## src/rtl/six_lane_mon_pkg.sv

```systemverilog
// Shared constants and helpers for the six-lane response monitor.
// MISR constants are only consumed when MONITOR_MISR_EN is defined.
package six_lane_mon_pkg;

  localparam logic [0:0] IDLE = 1'b0;
  localparam logic [0:0] RUN  = 1'b1;

  localparam logic [31:0] MISR_POLY = 32'h04C1_1DB7;
  localparam logic [31:0] MISR_SEED = 32'hFFFF_FFFF;

  // Record layout: {timestamp, change mask, lane data}
  function automatic int rec_w(input int lanes,
                               input int width,
                               input int ts_w);
    return ts_w + lanes + lanes * width;
  endfunction

  function automatic logic [31:0] misr_next(
    input logic [31:0] m,
    input logic [31:0] fold
  );
    return {m[30:0], 1'b0}
         ^ (m[31] ? MISR_POLY : 32'h0)
         ^ fold;
  endfunction

endpackage

```

## src/rtl/mon_event_fifo.sv

```systemverilog
// Synchronous FIFO for change records.
// Full/empty come from an extra wrap bit on each pointer.
module mon_event_fifo #(
  parameter int W     = 8,
  parameter int DEPTH = 8
) (
  input  logic         clk,
  input  logic         rst,
  input  logic         push,
  input  logic [W-1:0] wdata,
  input  logic         pop,
  output logic [W-1:0] rdata,
  output logic         full,
  output logic         empty
);

  localparam int AW = $clog2(DEPTH);

  logic [W-1:0] mem [DEPTH];
  logic [AW:0]  wptr;
  logic [AW:0]  rptr;
  logic         do_pop;
  logic         do_push;

  assign empty = (wptr == rptr);
  assign full  = (wptr[AW] != rptr[AW])
              && (wptr[AW-1:0] == rptr[AW-1:0]);

  // A pop in the same cycle frees the slot the push needs
  assign do_pop  = pop && !empty;
  assign do_push = push && (!full || do_pop);

  assign rdata = mem[rptr[AW-1:0]];

  always_ff @(posedge clk) begin
    if (rst) begin
      wptr <= '0;
      rptr <= '0;
      for (int i = 0; i < DEPTH; i++)
        mem[i] <= '0;
    end else begin
      if (do_push) begin
        mem[wptr[AW-1:0]] <= wdata;
        wptr <= wptr + (AW+1)'(1);
      end
      if (do_pop)
        rptr <= rptr + (AW+1)'(1);
    end
  end

endmodule

```

## src/rtl/six_lane_response_monitor.sv

```systemverilog
// Six-lane change monitor with timestamped event FIFO.
// Define MONITOR_MISR_EN to add the running sample signature (misr).
module six_lane_response_monitor
  import six_lane_mon_pkg::*;
#(
  parameter int LANES = 6,
  parameter int WIDTH = 7,
  parameter int DEPTH = 8,
  parameter int TS_W  = 16
) (
  input  logic                   clk,
  input  logic                   rst,
  input  logic                   en,
  input  logic [LANES*WIDTH-1:0] lanes,
  output logic                   ev_valid,
  input  logic                   ev_ready,
  output logic [TS_W-1:0]        ev_time,
  output logic [LANES-1:0]       ev_mask,
  output logic [LANES*WIDTH-1:0] ev_data,
  output logic                   overflow,
  output logic [7:0]             drop_cnt
`ifdef MONITOR_MISR_EN
  ,
  output logic [31:0]            misr
`endif
);

  localparam int DW = LANES * WIDTH;
  localparam int RW = rec_w(LANES, WIDTH, TS_W);

  logic [0:0]      state;
  logic [DW-1:0]   prev;
  logic [TS_W-1:0] ts;
  logic [TS_W-1:0] ts_nxt;
  logic [LANES-1:0] mask;
  logic            push;
  logic            pop;
  logic            full;
  logic            empty;
  logic [RW-1:0]   rdata;

  always_comb begin
    mask = '0;
    for (int i = 0; i < LANES; i++)
      mask[i] = lanes[i*WIDTH +: WIDTH]
             != prev[i*WIDTH +: WIDTH];
  end

  assign ts_nxt   = ts + TS_W'(1);
  assign push     = (state == RUN) && en && |mask;
  assign ev_valid = !empty;
  assign pop      = ev_valid && ev_ready;

  mon_event_fifo #(
    .W     (RW),
    .DEPTH (DEPTH)
  ) u_fifo (
    .clk   (clk),
    .rst   (rst),
    .push  (push),
    .wdata ({ts_nxt, mask, lanes}),
    .pop   (pop),
    .rdata (rdata),
    .full  (full),
    .empty (empty)
  );

  assign {ev_time, ev_mask, ev_data} = rdata;

  // First enabled sample is the baseline at ts 0
  always_ff @(posedge clk) begin
    if (rst) begin
      state <= IDLE;
      prev  <= '0;
      ts    <= '0;
    end else if (en) begin
      state <= RUN;
      prev  <= lanes;
      ts    <= (state == RUN) ? ts_nxt : '0;
    end else begin
      state <= IDLE;
    end
  end

  always_ff @(posedge clk) begin
    if (rst) begin
      overflow <= 1'b0;
      drop_cnt <= '0;
    end else if (push && full && !pop) begin
      overflow <= 1'b1;
      if (drop_cnt != 8'hFF)
        drop_cnt <= drop_cnt + 8'd1;
    end
  end

`ifdef MONITOR_MISR_EN
  logic [31:0] fold;

  assign fold = lanes[31:0] ^ 32'(lanes >> 32);

  always_ff @(posedge clk) begin
    if (rst)
      misr <= MISR_SEED;
    else if (en)
      misr <= misr_next(misr, fold);
  end
`endif

endmodule

```

## config.mk

```make
export PLATFORM = sky130hd
export DESIGN_NAME = six_lane_response_monitor
export DESIGN_NICKNAME = d
export VERILOG_FILES = /design/src/rtl/six_lane_mon_pkg.sv /design/src/rtl/mon_event_fifo.sv /design/src/rtl/six_lane_response_monitor.sv
export SDC_FILE = /design/constraint.sdc
export NUM_CORES = 1
export LEC_CHECK = 0
export CAP_MARGIN = 20
export CELL_PAD_IN_SITES_DETAIL_PLACEMENT = 1
export CELL_PAD_IN_SITES_GLOBAL_PLACEMENT = 1
export CORE_UTILIZATION = 30
export CTS_BUF_LIST = sky130_fd_sc_hd__clkbuf_4 sky130_fd_sc_hd__clkbuf_8
export DETAILED_ROUTE_END_ITERATION = 12
export DONT_BUFFER_PORTS = 1
export GPL_TIMING_DRIVEN = 0
export HOLD_SLACK_MARGIN = 0.1
export PLACE_DENSITY_LB_ADDON = 0.3
export SYNTH_ARGS = -nofsm -noshare
export SYNTH_HDL_FRONTEND = slang
export SYNTH_SLANG_ARGS = --single-unit
```

## constraint.sdc

```tcl
create_clock -name clk -period 3.4 [get_ports clk]
set_clock_uncertainty 0.05 [all_clocks]
set_input_delay 0 -clock clk [delete_from_list [all_inputs] [get_ports clk]]
set_output_delay 0 -clock clk [all_outputs]
set_load 0.05 [all_outputs]
```

==> impl_metrics.csv <==
group,metric,value,unit
status,status,"complete, no violations",
detailed_routing,viasPerCell,4.906,
timing,slew_viol_final,0,
detailed_routing,drc,0,
power_and_ir_drop,leakagePower,10.71,nW
logic_synthesis,synthMostInstantiatedCell,"edfxtp_1",
global_routing,grt_max_degree,45,
finish,layout-drive-gt1-share,0.2346,
timing,worst_pin_slew,1.134,ns
floorplanning,floorplan.core_area,85820,um^2
logic_synthesis,syn_nets,1907,
cts,h-tree-depth,3,
critical_path,cp.arrival,3.68,ns
hold_path,hold_depth,3,
placement,placed_cells,3009,
critical_path,crit_path_start,"prev[33]$_SDFFE_PP0P_",
cts,clock_latency,0.73,ns
timing,finalHoldViolCount,0,
hold_path,min_path_type,"input pin to register",
placement,io_buffers,0,
cts,path_clk_slew,0.06,ns
critical_path,reg2regPathDepth,9,
finish,syn_to_final_growth,18.06,%
logic_synthesis,ys_ff_latch,591,
timing,setup_viol,0,
critical_path,worstSetupPathType,"register to register",
global_routing,gr-total-overflow,0,
finish,final_util,0.3601,
detailed_routing,firstDrtPassIters,5,
logic_synthesis,yosysSeqAreaShare,0.6477,
placement,dp_hpwl,50220,um
timing,max_slew_margin,0.2411,
floorplanning,rows,107,
logic_synthesis,synth_edf_count,512,
logic_synthesis,yosysTopAreaCellShare,0.5873,
detailed_routing,routed_wl,81780,um
floorplanning,initial_core_util,0.3050,
logic_synthesis,synth.distinct_cells,45,
logic_synthesis,ys_warn_count,0,
global_routing,first_global_vias,17520,
cts,cts.sink_count,591,
detailed_routing,antenna_left,0,
floorplanning,fp.dieW,297.4,um
timing,rsz0062_at_grt,"false",
logic_synthesis,postSynthCellCount,1857,
floorplanning,die-area,88440,um^2
timing,tns,0,ns
detailed_routing,via_count,16130,
logic_synthesis,synth_common_cells,"edfxtp_1 (512), nor2_1 (453), and2_1 (148)",
global_routing,grt_use_total,0.1829,
detailed_routing,drt_iter0_markers,1107,
cts,ctsRootBufferMaster,"clkbuf_8",
power_and_ir_drop,peakVddDrop,0.0003886,V
logic_synthesis,synth_top_area_cell,"edfxtp_1",
critical_path,cp.required,3.77,ns
power_and_ir_drop,power,0.01645,W
cts,cts_buffers,102,
logic_synthesis,synth_area,26180,um^2
timing,finalCritPeriodShare,0.9723,
detailed_routing,routedWlPerCell,24.88,um
global_routing,grt_pass1_wl,118200,um
logic_synthesis,synthFlopType,"edfxtp_1",
floorplanning,die_h,297.4,um
logic_synthesis,ys_top_cells_by_area,"edfxtp_1 (59%), mux4_2 (11%), nor2_1 (6.5%)",
timing,period_needed,3.306,ns
flow_run,cap_violations,0,
critical_path,crit_path_cell_trace,"xnor2_1 > nand4_1 > nor4_4 > and4_1 > buf_2 > nor3_4 > buf_4 > a21o_4 > buf_16",
finish,layout.nets,2106,
finish,fillers,8969,
critical_path,crit_path_max_fanout,41,
critical_path,cp_slowest_cell,"nor4_4",
power_and_ir_drop,powerDensity,532.2,nW/um^2
critical_path,startpoint_type,"register",
placement,gp_congestion,0.7855,
timing,fmax,302.5,MHz
finish,instances_no_fill,3287,
cts,clockBufferDepth,3,
global_routing,antenna_found_initial,6,
logic_synthesis,synth.avg_cell_area,14.10,um^2
floorplanning,io_pins,120,
critical_path,crit_path_max_incr_delay,0.48,ns
critical_path,rr_startpoint,"prev[33]$_SDFFE_PP0P_",
logic_synthesis,async_reset_ff_frac,0,
cts,cts_tree,"built",
hold_path,min_from,"lanes[39]",
critical_path,cp-end-kind,"register",
-- final timing paths --
path	endpoint	slack, ns
worst max register to register	u_fifo.mem[0][26]$_SDFFCE_PN0P_	0.09
worst min register to register	ts[1]$_SDFFE_PP0P_	0.44
worst min-delay path	prev[39]$_SDFFE_PP0P_	0.16
worst max-delay path	u_fifo.mem[0][26]$_SDFFCE_PN0P_	0.09
-- kinds of logic (layout without fill, tap and decap cells) --
logic type / after synthesis / after routing / share of synthesized area
flip-flops: 591 / 591 / 0.6477
other: 0 / 3 / 0
adder cells (fa/ha/maj): 4 / 4 / 0.001912
multiplexers: 243 / 243 / 0.1575
AND/OR/NAND/NOR: 773 / 774 / 0.1334
XOR/XNOR: 63 / 63 / 0.02108
AO/OA/AOI/OAI: 39 / 45 / 0.009655
buffers and inverters: 144 / 420 / 0.02873
-- stage by stage --
stage          hold WS (ns)  cell area (um^2)  setup slack, ns
5_1_grt              0.1456             30910          0.01929
6_report             0.1584             30910          0.09412
4_1_cts              0.1021             30820        0.0009943
3_3_place_gp         0.1053             27610           -2.176
2_1_floorplan       0.09768             26180           0.2408
3_5_place_dp         0.1136             27890          -0.2891
-- worst max-delay path, delay by kind of cell, from the launching register on --
family                 cells  cell delay [ns]
buffers and inverters      3             0.77
AO/OA/AOI/OAI              1             0.30
flip-flops                 1             0.32
XOR/XNOR                   1             0.20
AND/OR/NAND/NOR            4             1.33
-- flip-flops by register name, indices dropped and copies added (netlist names), named ones only --
| name | flops |
|---|---|
| u_fifo.mem | 512 |
| prev | 42 |
| ts | 16 |
| drop_cnt | 8 |
| u_fifo.rptr | 4 |
| u_fifo.wptr | 4 |
| overflow | 1 |
| state | 1 |
-- power breakdown --
group | switching [W] | total, W | internal [W]
combinational | 0.00112 | 0.00172 | 0.000600
sequential | 0.0000841 | 0.00822 | 0.00813
clock | 0.00301 | 0.00651 | 0.00350
-- layout make-up --
type                       count  area, um^2  area share
clock buffer                 144        1763     0.05704
inverter                       4       15.01   0.0004858
multi-input combinational   1129        8648      0.2798
antenna                        3       7.507   0.0002429
timing repair buffer          88        1054     0.03409
clock inverter                44       276.5    0.008947
tap                         1144        1431     0.04631
buffer                       140       754.5     0.02441
sequential                   591       16960      0.5486
-- routing by layer --
metal  global-route usage  share of wire
met4              0.04848          0.021
met3              0.04346          0.062
met2               0.3200           0.51
met1               0.2248           0.41
met5                    0        0.00039
-- cell usage in the layout (no fill, tap or decap), drive strengths merged, types with 3 or more instances in the layout --
cell,count
xor2,18
mux2,71
nand2b,4
and3,12
a21oi,16
mux2i,44
inv,6
o21ai,7
nor2b,9
a31o,7
ha,4
nand3,20
nand4,11
dfxtp,79
clkbuf,188
nor3,9
a21o,7
nor2,453
xnor2,45
and2,149
nand2,89
buf,113
mux4,128
edfxtp,512
diode,3
nor4,7
or2,3
clkinv,38
dlygate4sd3,70
-- what timing repair did --
| action | in CTS | in global routing |
|---|---|---|
| hold buffers | 70 | 0 |
| endpoints found under the setup margin | 381 | 235 |
| hold endpoints to repair | 458 | 0 |
| pin swaps | 4 | 2 |
| buffers inserted | 6 | 3 |
| gates cloned | 4 | 3 |
| gates resized for setup | 13 | 9 |
No activity file was read; power rests on OpenSTA's default activity.
